File: config.mk
export PLATFORM = sky130hd
export DESIGN_NAME = up_state_ctrl
export DESIGN_NICKNAME = d
export VERILOG_FILES = /design/src/rtl/up_state_ctrl_pkg.sv /design/src/rtl/mux2.sv /design/src/rtl/up_state_ctrl_boot_copier.sv /design/src/rtl/up_state_ctrl.sv
export SDC_FILE = /design/constraint.sdc
export NUM_CORES = 1
export LEC_CHECK = 0
export ABC_AREA = 1
export CAP_MARGIN = 20
export CORE_MARGIN = 3
export CORE_UTILIZATION = 36
export CTS_CLUSTER_DIAMETER = 50
export DETAILED_ROUTE_END_ITERATION = 8
export MAX_ROUTING_LAYER = met4
export PLACE_DENSITY_LB_ADDON = 0.3
export SYNTH_ARGS = -nofsm -noshare
export SYNTH_HDL_FRONTEND = slang
export SYNTH_HIERARCHICAL = 1
export SYNTH_SLANG_ARGS = --single-unit
File: constraint.sdc
create_clock -name i_clk -period 2 [get_ports i_clk]
set_clock_uncertainty 0.15 [all_clocks]
set_input_delay 0.3 -clock i_clk [delete_from_list [all_inputs] [get_ports i_clk]]
set_output_delay 0.3 -clock i_clk [all_outputs]
set_load 0.005 [all_outputs]
File: src/rtl/up_state_ctrl_pkg.sv
// Shared definitions for the uP sequencer: state encoding and datapath width.
package up_state_ctrl_pkg;

  localparam int unsigned WORD_W = 16;

  typedef enum logic [1:0] {
    ST_BOOT    = 2'd0,
    ST_RUN     = 2'd1,
    ST_PAUSING = 2'd2,
    ST_PAUSED  = 2'd3
  } upState_t;

  // Bundled memory-port request: address, write data, write enable.
  typedef struct packed {
    logic [WORD_W-1:0] addr;
    logic [WORD_W-1:0] data;
    logic              wr;
  } memReq_t;

endpackage

File: src/rtl/mux2.sv
// Generic 2:1 mux cell; selects i_b when i_sel is high.
module Mux2 #(
  parameter int unsigned W = 1
) (
  input  logic [W-1:0] i_a,
  input  logic [W-1:0] i_b,
  input  logic         i_sel,
  output logic [W-1:0] o_y
);

  assign o_y = i_sel ? i_b : i_a;

endmodule

File: src/rtl/up_state_ctrl_boot_copier.sv
// Boot image copier: hands out ready, counts accepted words, flags the last one.
module up_state_ctrl_boot_copier
  import up_state_ctrl_pkg::*;
#(
  parameter int unsigned BOOT_WORDS = 16'h8000
) (
  input  logic              i_clk,
  input  logic              i_rst,
  input  logic              i_active,
  input  logic              i_bootValid,
  output logic              o_bootReady,
  output logic [WORD_W-1:0] o_bootCnt,
  output logic              o_accept,
  output logic              o_done
);

  localparam logic [WORD_W-1:0] LAST_IDX = WORD_W'(BOOT_WORDS - 1);

  logic              readyReg;
  logic [WORD_W-1:0] bootCnt;
  logic              isLast;

  assign isLast   = (bootCnt == LAST_IDX);
  assign o_accept = i_bootValid & readyReg;
  assign o_done   = o_accept & isLast;

  // Ready comes up one clock after reset release and drops for good on the last word.
  always_ff @(posedge i_clk or posedge i_rst) begin
    if (i_rst) begin
      readyReg <= 1'b0;
      bootCnt  <= '0;
    end else begin
      if (o_done)        readyReg <= 1'b0;
      else if (i_active) readyReg <= 1'b1;

      if (o_accept && !isLast) bootCnt <= bootCnt + 1'b1;
    end
  end

  assign o_bootReady = readyReg;
  assign o_bootCnt   = bootCnt;

endmodule

File: src/rtl/up_state_ctrl.sv
// uP sequencer: boots memory from an image stream, releases Core, runs pause/resume
// handshakes and lends the memory port to debug while paused.
//  state      | meaning
//  ST_BOOT    | copying boot image into memory, Core held off
//  ST_RUN     | Core running and owning the memory port
//  ST_PAUSING | pause requested from Core, waiting for its acknowledge
//  ST_PAUSED  | Core paused, debug may take the memory port
module up_state_ctrl
  import up_state_ctrl_pkg::*;
#(
  parameter int unsigned BOOT_WORDS = 16'h8000
) (
  input  logic              i_clk,
  input  logic              i_rst,
  input  logic [WORD_W-1:0] i_bootData,
  input  logic              i_bootValid,
  output logic              o_bootReady,
  input  logic              i_pauseReq,
  input  logic              i_resumeReq,
  output logic              o_smIsBooted,
  output logic              o_smStartPause,
  input  logic              i_smNowPaused,
  input  logic              i_coreHlt,
  input  logic [WORD_W-1:0] i_coreAddr,
  input  logic [WORD_W-1:0] i_coreDataOut,
  input  logic              i_coreWr,
  output logic [WORD_W-1:0] o_coreDataIn,
  input  logic              i_dbgReq,
  input  logic [WORD_W-1:0] i_dbgAddr,
  input  logic [WORD_W-1:0] i_dbgData,
  input  logic              i_dbgWr,
  output logic [WORD_W-1:0] o_dbgData,
  output logic              o_dbgGrant,
  output logic [WORD_W-1:0] o_memAddr,
  output logic [WORD_W-1:0] o_memDataOut,
  output logic              o_memWr,
  input  logic [WORD_W-1:0] i_memDataIn,
  output logic              o_paused
);

  upState_t          state, stateNext;
  logic              isBoot;
  logic              bootAccept;
  logic              bootDone;
  logic [WORD_W-1:0] bootCnt;
  memReq_t           bootReq, coreReq, dbgReq, runReq, memReq;

  up_state_ctrl_boot_copier #(.BOOT_WORDS(BOOT_WORDS)) uBootCopier (
    .i_clk       (i_clk),
    .i_rst       (i_rst),
    .i_active    (isBoot),
    .i_bootValid (i_bootValid),
    .o_bootReady (o_bootReady),
    .o_bootCnt   (bootCnt),
    .o_accept    (bootAccept),
    .o_done      (bootDone)
  );

  always_ff @(posedge i_clk or posedge i_rst) begin
    if (i_rst) state <= ST_BOOT;
    else       state <= stateNext;
  end

  always_comb begin
    stateNext      = state;
    o_smIsBooted   = 1'b1;
    o_smStartPause = 1'b0;
    o_paused       = 1'b0;
    o_dbgGrant     = 1'b0;
    unique case (state)
      ST_BOOT: begin
        o_smIsBooted = 1'b0;
        if (bootDone) stateNext = ST_RUN;
      end
      ST_RUN: begin
        if (i_pauseReq || i_coreHlt) stateNext = ST_PAUSING;
      end
      ST_PAUSING: begin
        o_smStartPause = 1'b1;
        if (i_smNowPaused) stateNext = ST_PAUSED;
      end
      ST_PAUSED: begin
        // Held high throughout: Core's paused flag is a delayed copy of this line.
        o_smStartPause = 1'b1;
        o_paused       = 1'b1;
        o_dbgGrant     = i_dbgReq;
        if (i_resumeReq && !i_pauseReq) stateNext = ST_RUN;
      end
      default: stateNext = ST_BOOT;
    endcase
  end

  assign isBoot  = (state == ST_BOOT);
  assign bootReq = '{addr: bootCnt,    data: i_bootData,    wr: bootAccept};
  assign coreReq = '{addr: i_coreAddr, data: i_coreDataOut, wr: i_coreWr};
  assign dbgReq  = '{addr: i_dbgAddr,  data: i_dbgData,     wr: i_dbgWr};

  Mux2 #(.W($bits(memReq_t))) uDbgMux (
    .i_a   (coreReq),
    .i_b   (dbgReq),
    .i_sel (o_dbgGrant),
    .o_y   (runReq)
  );

  Mux2 #(.W($bits(memReq_t))) uBootMux (
    .i_a   (runReq),
    .i_b   (bootReq),
    .i_sel (isBoot),
    .o_y   (memReq)
  );

  assign o_memAddr    = memReq.addr;
  assign o_memDataOut = memReq.data;
  assign o_memWr      = memReq.wr;
  assign o_coreDataIn = i_memDataIn;
  assign o_dbgData    = i_memDataIn;

endmodule

==> metrics.csv <==
metric,value,unit
Peak VDD IR,0.0002550,V
initial antenna violation count,0,
Slew Limit Headroom,81.81,%
hold slack final,0.09545,ns
Reg power frac,37.9,%
Cells after Synth,425,
clock tree buffer depth,2,
most area-consuming cells after synthesis,"nand2_1, dfrtp_1, buf_4",
Worst Path Max Fanout,8,
"most common cell after layout, fill and taps aside",nand2_1,
vias in the first global route,2967,
nets@finish,670,
PwrDens,314.0,mW/mm^2
Avg WL per Cell,14.71,um
Worst Slack Setup Final,-0.1543,ns
syn_nets,537,
final setup fails,33,
DR iter-0 viols,131,
"flops & latches, synth",19,
Core Area,0.006495,mm^2
Post-synth top flop,dfrtp_1,
CTS Buf Count,3,
Synth area leader,nand2_1,
port bufs,127,
share of flip-flops with an asynchronous set or reset,100.0,%
DRC viols,0,
Layout area overhead,69.07,%
Vias,2999,
Netlist Area Pre-Place,0.002467,mm^2
final worst-path cycle share,107.7,%
switching power,417.6,uW
post-synth top area share,37.58,%
class of the worst hold path,primary input to async pin,
Std-Cell Rows,29,
DR pass1 iterations,4,
Post-synth EDFFs,0,
layout cell share with drive strength beyond 1,29.80,%
clock insertion delay at the later pin of the skew report,0.26,ns
global-route wire length before repair,13.97,mm
final instance area,0.004172,mm^2
max_cap viols,0,
Die Wd,88.79,um
CP Class,flop to output port,
I/O pin cnt,176,
"commonest non-fill, non-tap cells in the layout","nand2_1, clkdlybuf4s50_1, nand2_2",
DPL Wire Length,6.176,mm
pin count of the biggest net entering global routing,18,
final hold violation count,0,
All-Layer GR Usage,23.50,%
GPL Wtd Cong,0.8440,
Switching Fraction,31.89,%
TNS Setup,-3.428,ns
GRT overflow,0,
RSZ-0062 raised after global routing,true,
Root Driver,clkbuf_8,
CTS tree,yes,
die area,0.007883,mm^2
Initial Util,37.99,%
fmax,0.4642,GHz
CTS Sinks,19,
CP arrival,1.70,ns
die height,88.79,um
Total Wirelength,9.328,mm
Tightest Pin Transition,0.2718,ns
failing checks,setup timing,
ant diodes,0,
status,finished with violations,
Worst EP required,1.55,ns
min Tclk post-route,2.154,ns
Clk pwr share,21.1,%
Comb power frac,40.9,%
fin. max-slew vios,0,
Setup crit end kind,output port,
H-tree Lvls,1,
Worst setup SP type,flop,
"Seq/Total Area, Yosys",19.27,%
leakage power,0.002140,uW
cell internal pwr,892.1,uW
cell area after placement,0.003610,mm^2
Util after Layout,64.23,%
DR vias/cell,4.730,
clock-pin slew on the worst setup and hold paths,0.07,ns
Syn Area/Cell,5.806,um^2
synthesis warning total,6,
Routed Antenna Nets,0,
Unique masters post-synth,23,
synth_stat cells (2+ instances only):
library cell	n
o21bai_1	2
inv_1	25
nand2_1	247
ha_1	6
nor2_1	16
nand3_1	8
dfrtp_1	19
inv_2	2
nand2_2	23
xnor2_1	7
o21ai_0	3
buf_4	38
buf_6	6
nand4_1	9
buf_8	3
inv_8	2
nor2_2	2
nand3_2	2
power groups by stage:
stage          Sequential, uW  Combinational (uW)  Clock (uW)
2_1_floorplan             487                 257           0
4_1_cts                   493                 497         278
6_report                  497                 536         277
3_3_place_gp              497                 538           0
5_1_grt                   508                 599         288
3_5_place_dp              501                 543           0
routing by layer:
metal  vias to the layer above  share of wire, %  wire, um  GRT usage (%)
met4                         0               3.3       305          9.478
met2                       130                50      4669          41.77
met3                        27               7.6       707          3.818
li1                       1518                 -         -              -
met1                      1324                39      3645          25.91
met5                         -                 0         0              -
cell families after synthesis:
logic type,share of synthesized area [%]
xor+xnor,2.485
simple gates,52.84
flops,19.27
fa+ha+maj,3.043
buf+inv,21.15
compound gates,1.217
flip-flops by register name, indices dropped and copies added (netlist names):
register	count
state	2
uBootCopier/o_bootCnt	16
uBootCopier/o_bootReady	1
worst max-delay path, stage by stage, from the launching register on:
cell and delay [ns]:
dfrtp_1 0.38, ha_2 0.20, nand2_2 0.06, inv_4 0.08
buf_12 0.16, buf_8 0.12, clkinv_8 0.07, nand2_2 0.07
nand2_2 0.05, nand2_2 0.06, nand2_2 0.06, buf_2 0.12
metrics by stage:
step	power, uW	std cells	setup slack [ns]
final	1310	634	-0.1543
after detailed placement	1044	600	-0.4740
after CTS	1268	628	-0.1371
after global placement	1035	600	-0.4411
after global routing	1396	634	-0.2314
after floorplan	743.7	425	0.2589
path summary, 6_finish.rpt:
path | start | endpoint | slack [ns] | cells past startpoint
max in group asynchronous | i_rst | uBootCopier/o_bootCnt[11] | 1.23 | 3
max | state[0] | o_memDataOut[1] | -0.15 | 11
min in group i_clk | uBootCopier/o_bootReady | uBootCopier/o_bootReady | 0.39 | 2
min reg2reg | uBootCopier/o_bootReady | uBootCopier/o_bootReady | 0.39 | 2
max reg2reg | uBootCopier/o_bootCnt[8] | state[0] | 0.14 | 9
min | i_rst | state[0] | 0.1 | 2
area by class of cell:
class / instances / area (um^2)
fill: 587 / 2323
timing repair buffer: 170 / 1670
multi-input combinational: 330 / 1652
sequential: 19 / 476.7
inverter: 29 / 146.4
tap: 77 / 96.34
timing repair inverter: 5 / 85.08
clock buffer: 4 / 45.04
repair_timing:
item	4_1_cts	5_1_grt
hold buffers	0	0
resized for setup	198	41
gates cloned	9	1
buffers inserted	17	5
endpoints found under the setup margin	36	37
pin swaps	17	20
Note: power is estimated with default switching activity, not from simulation.
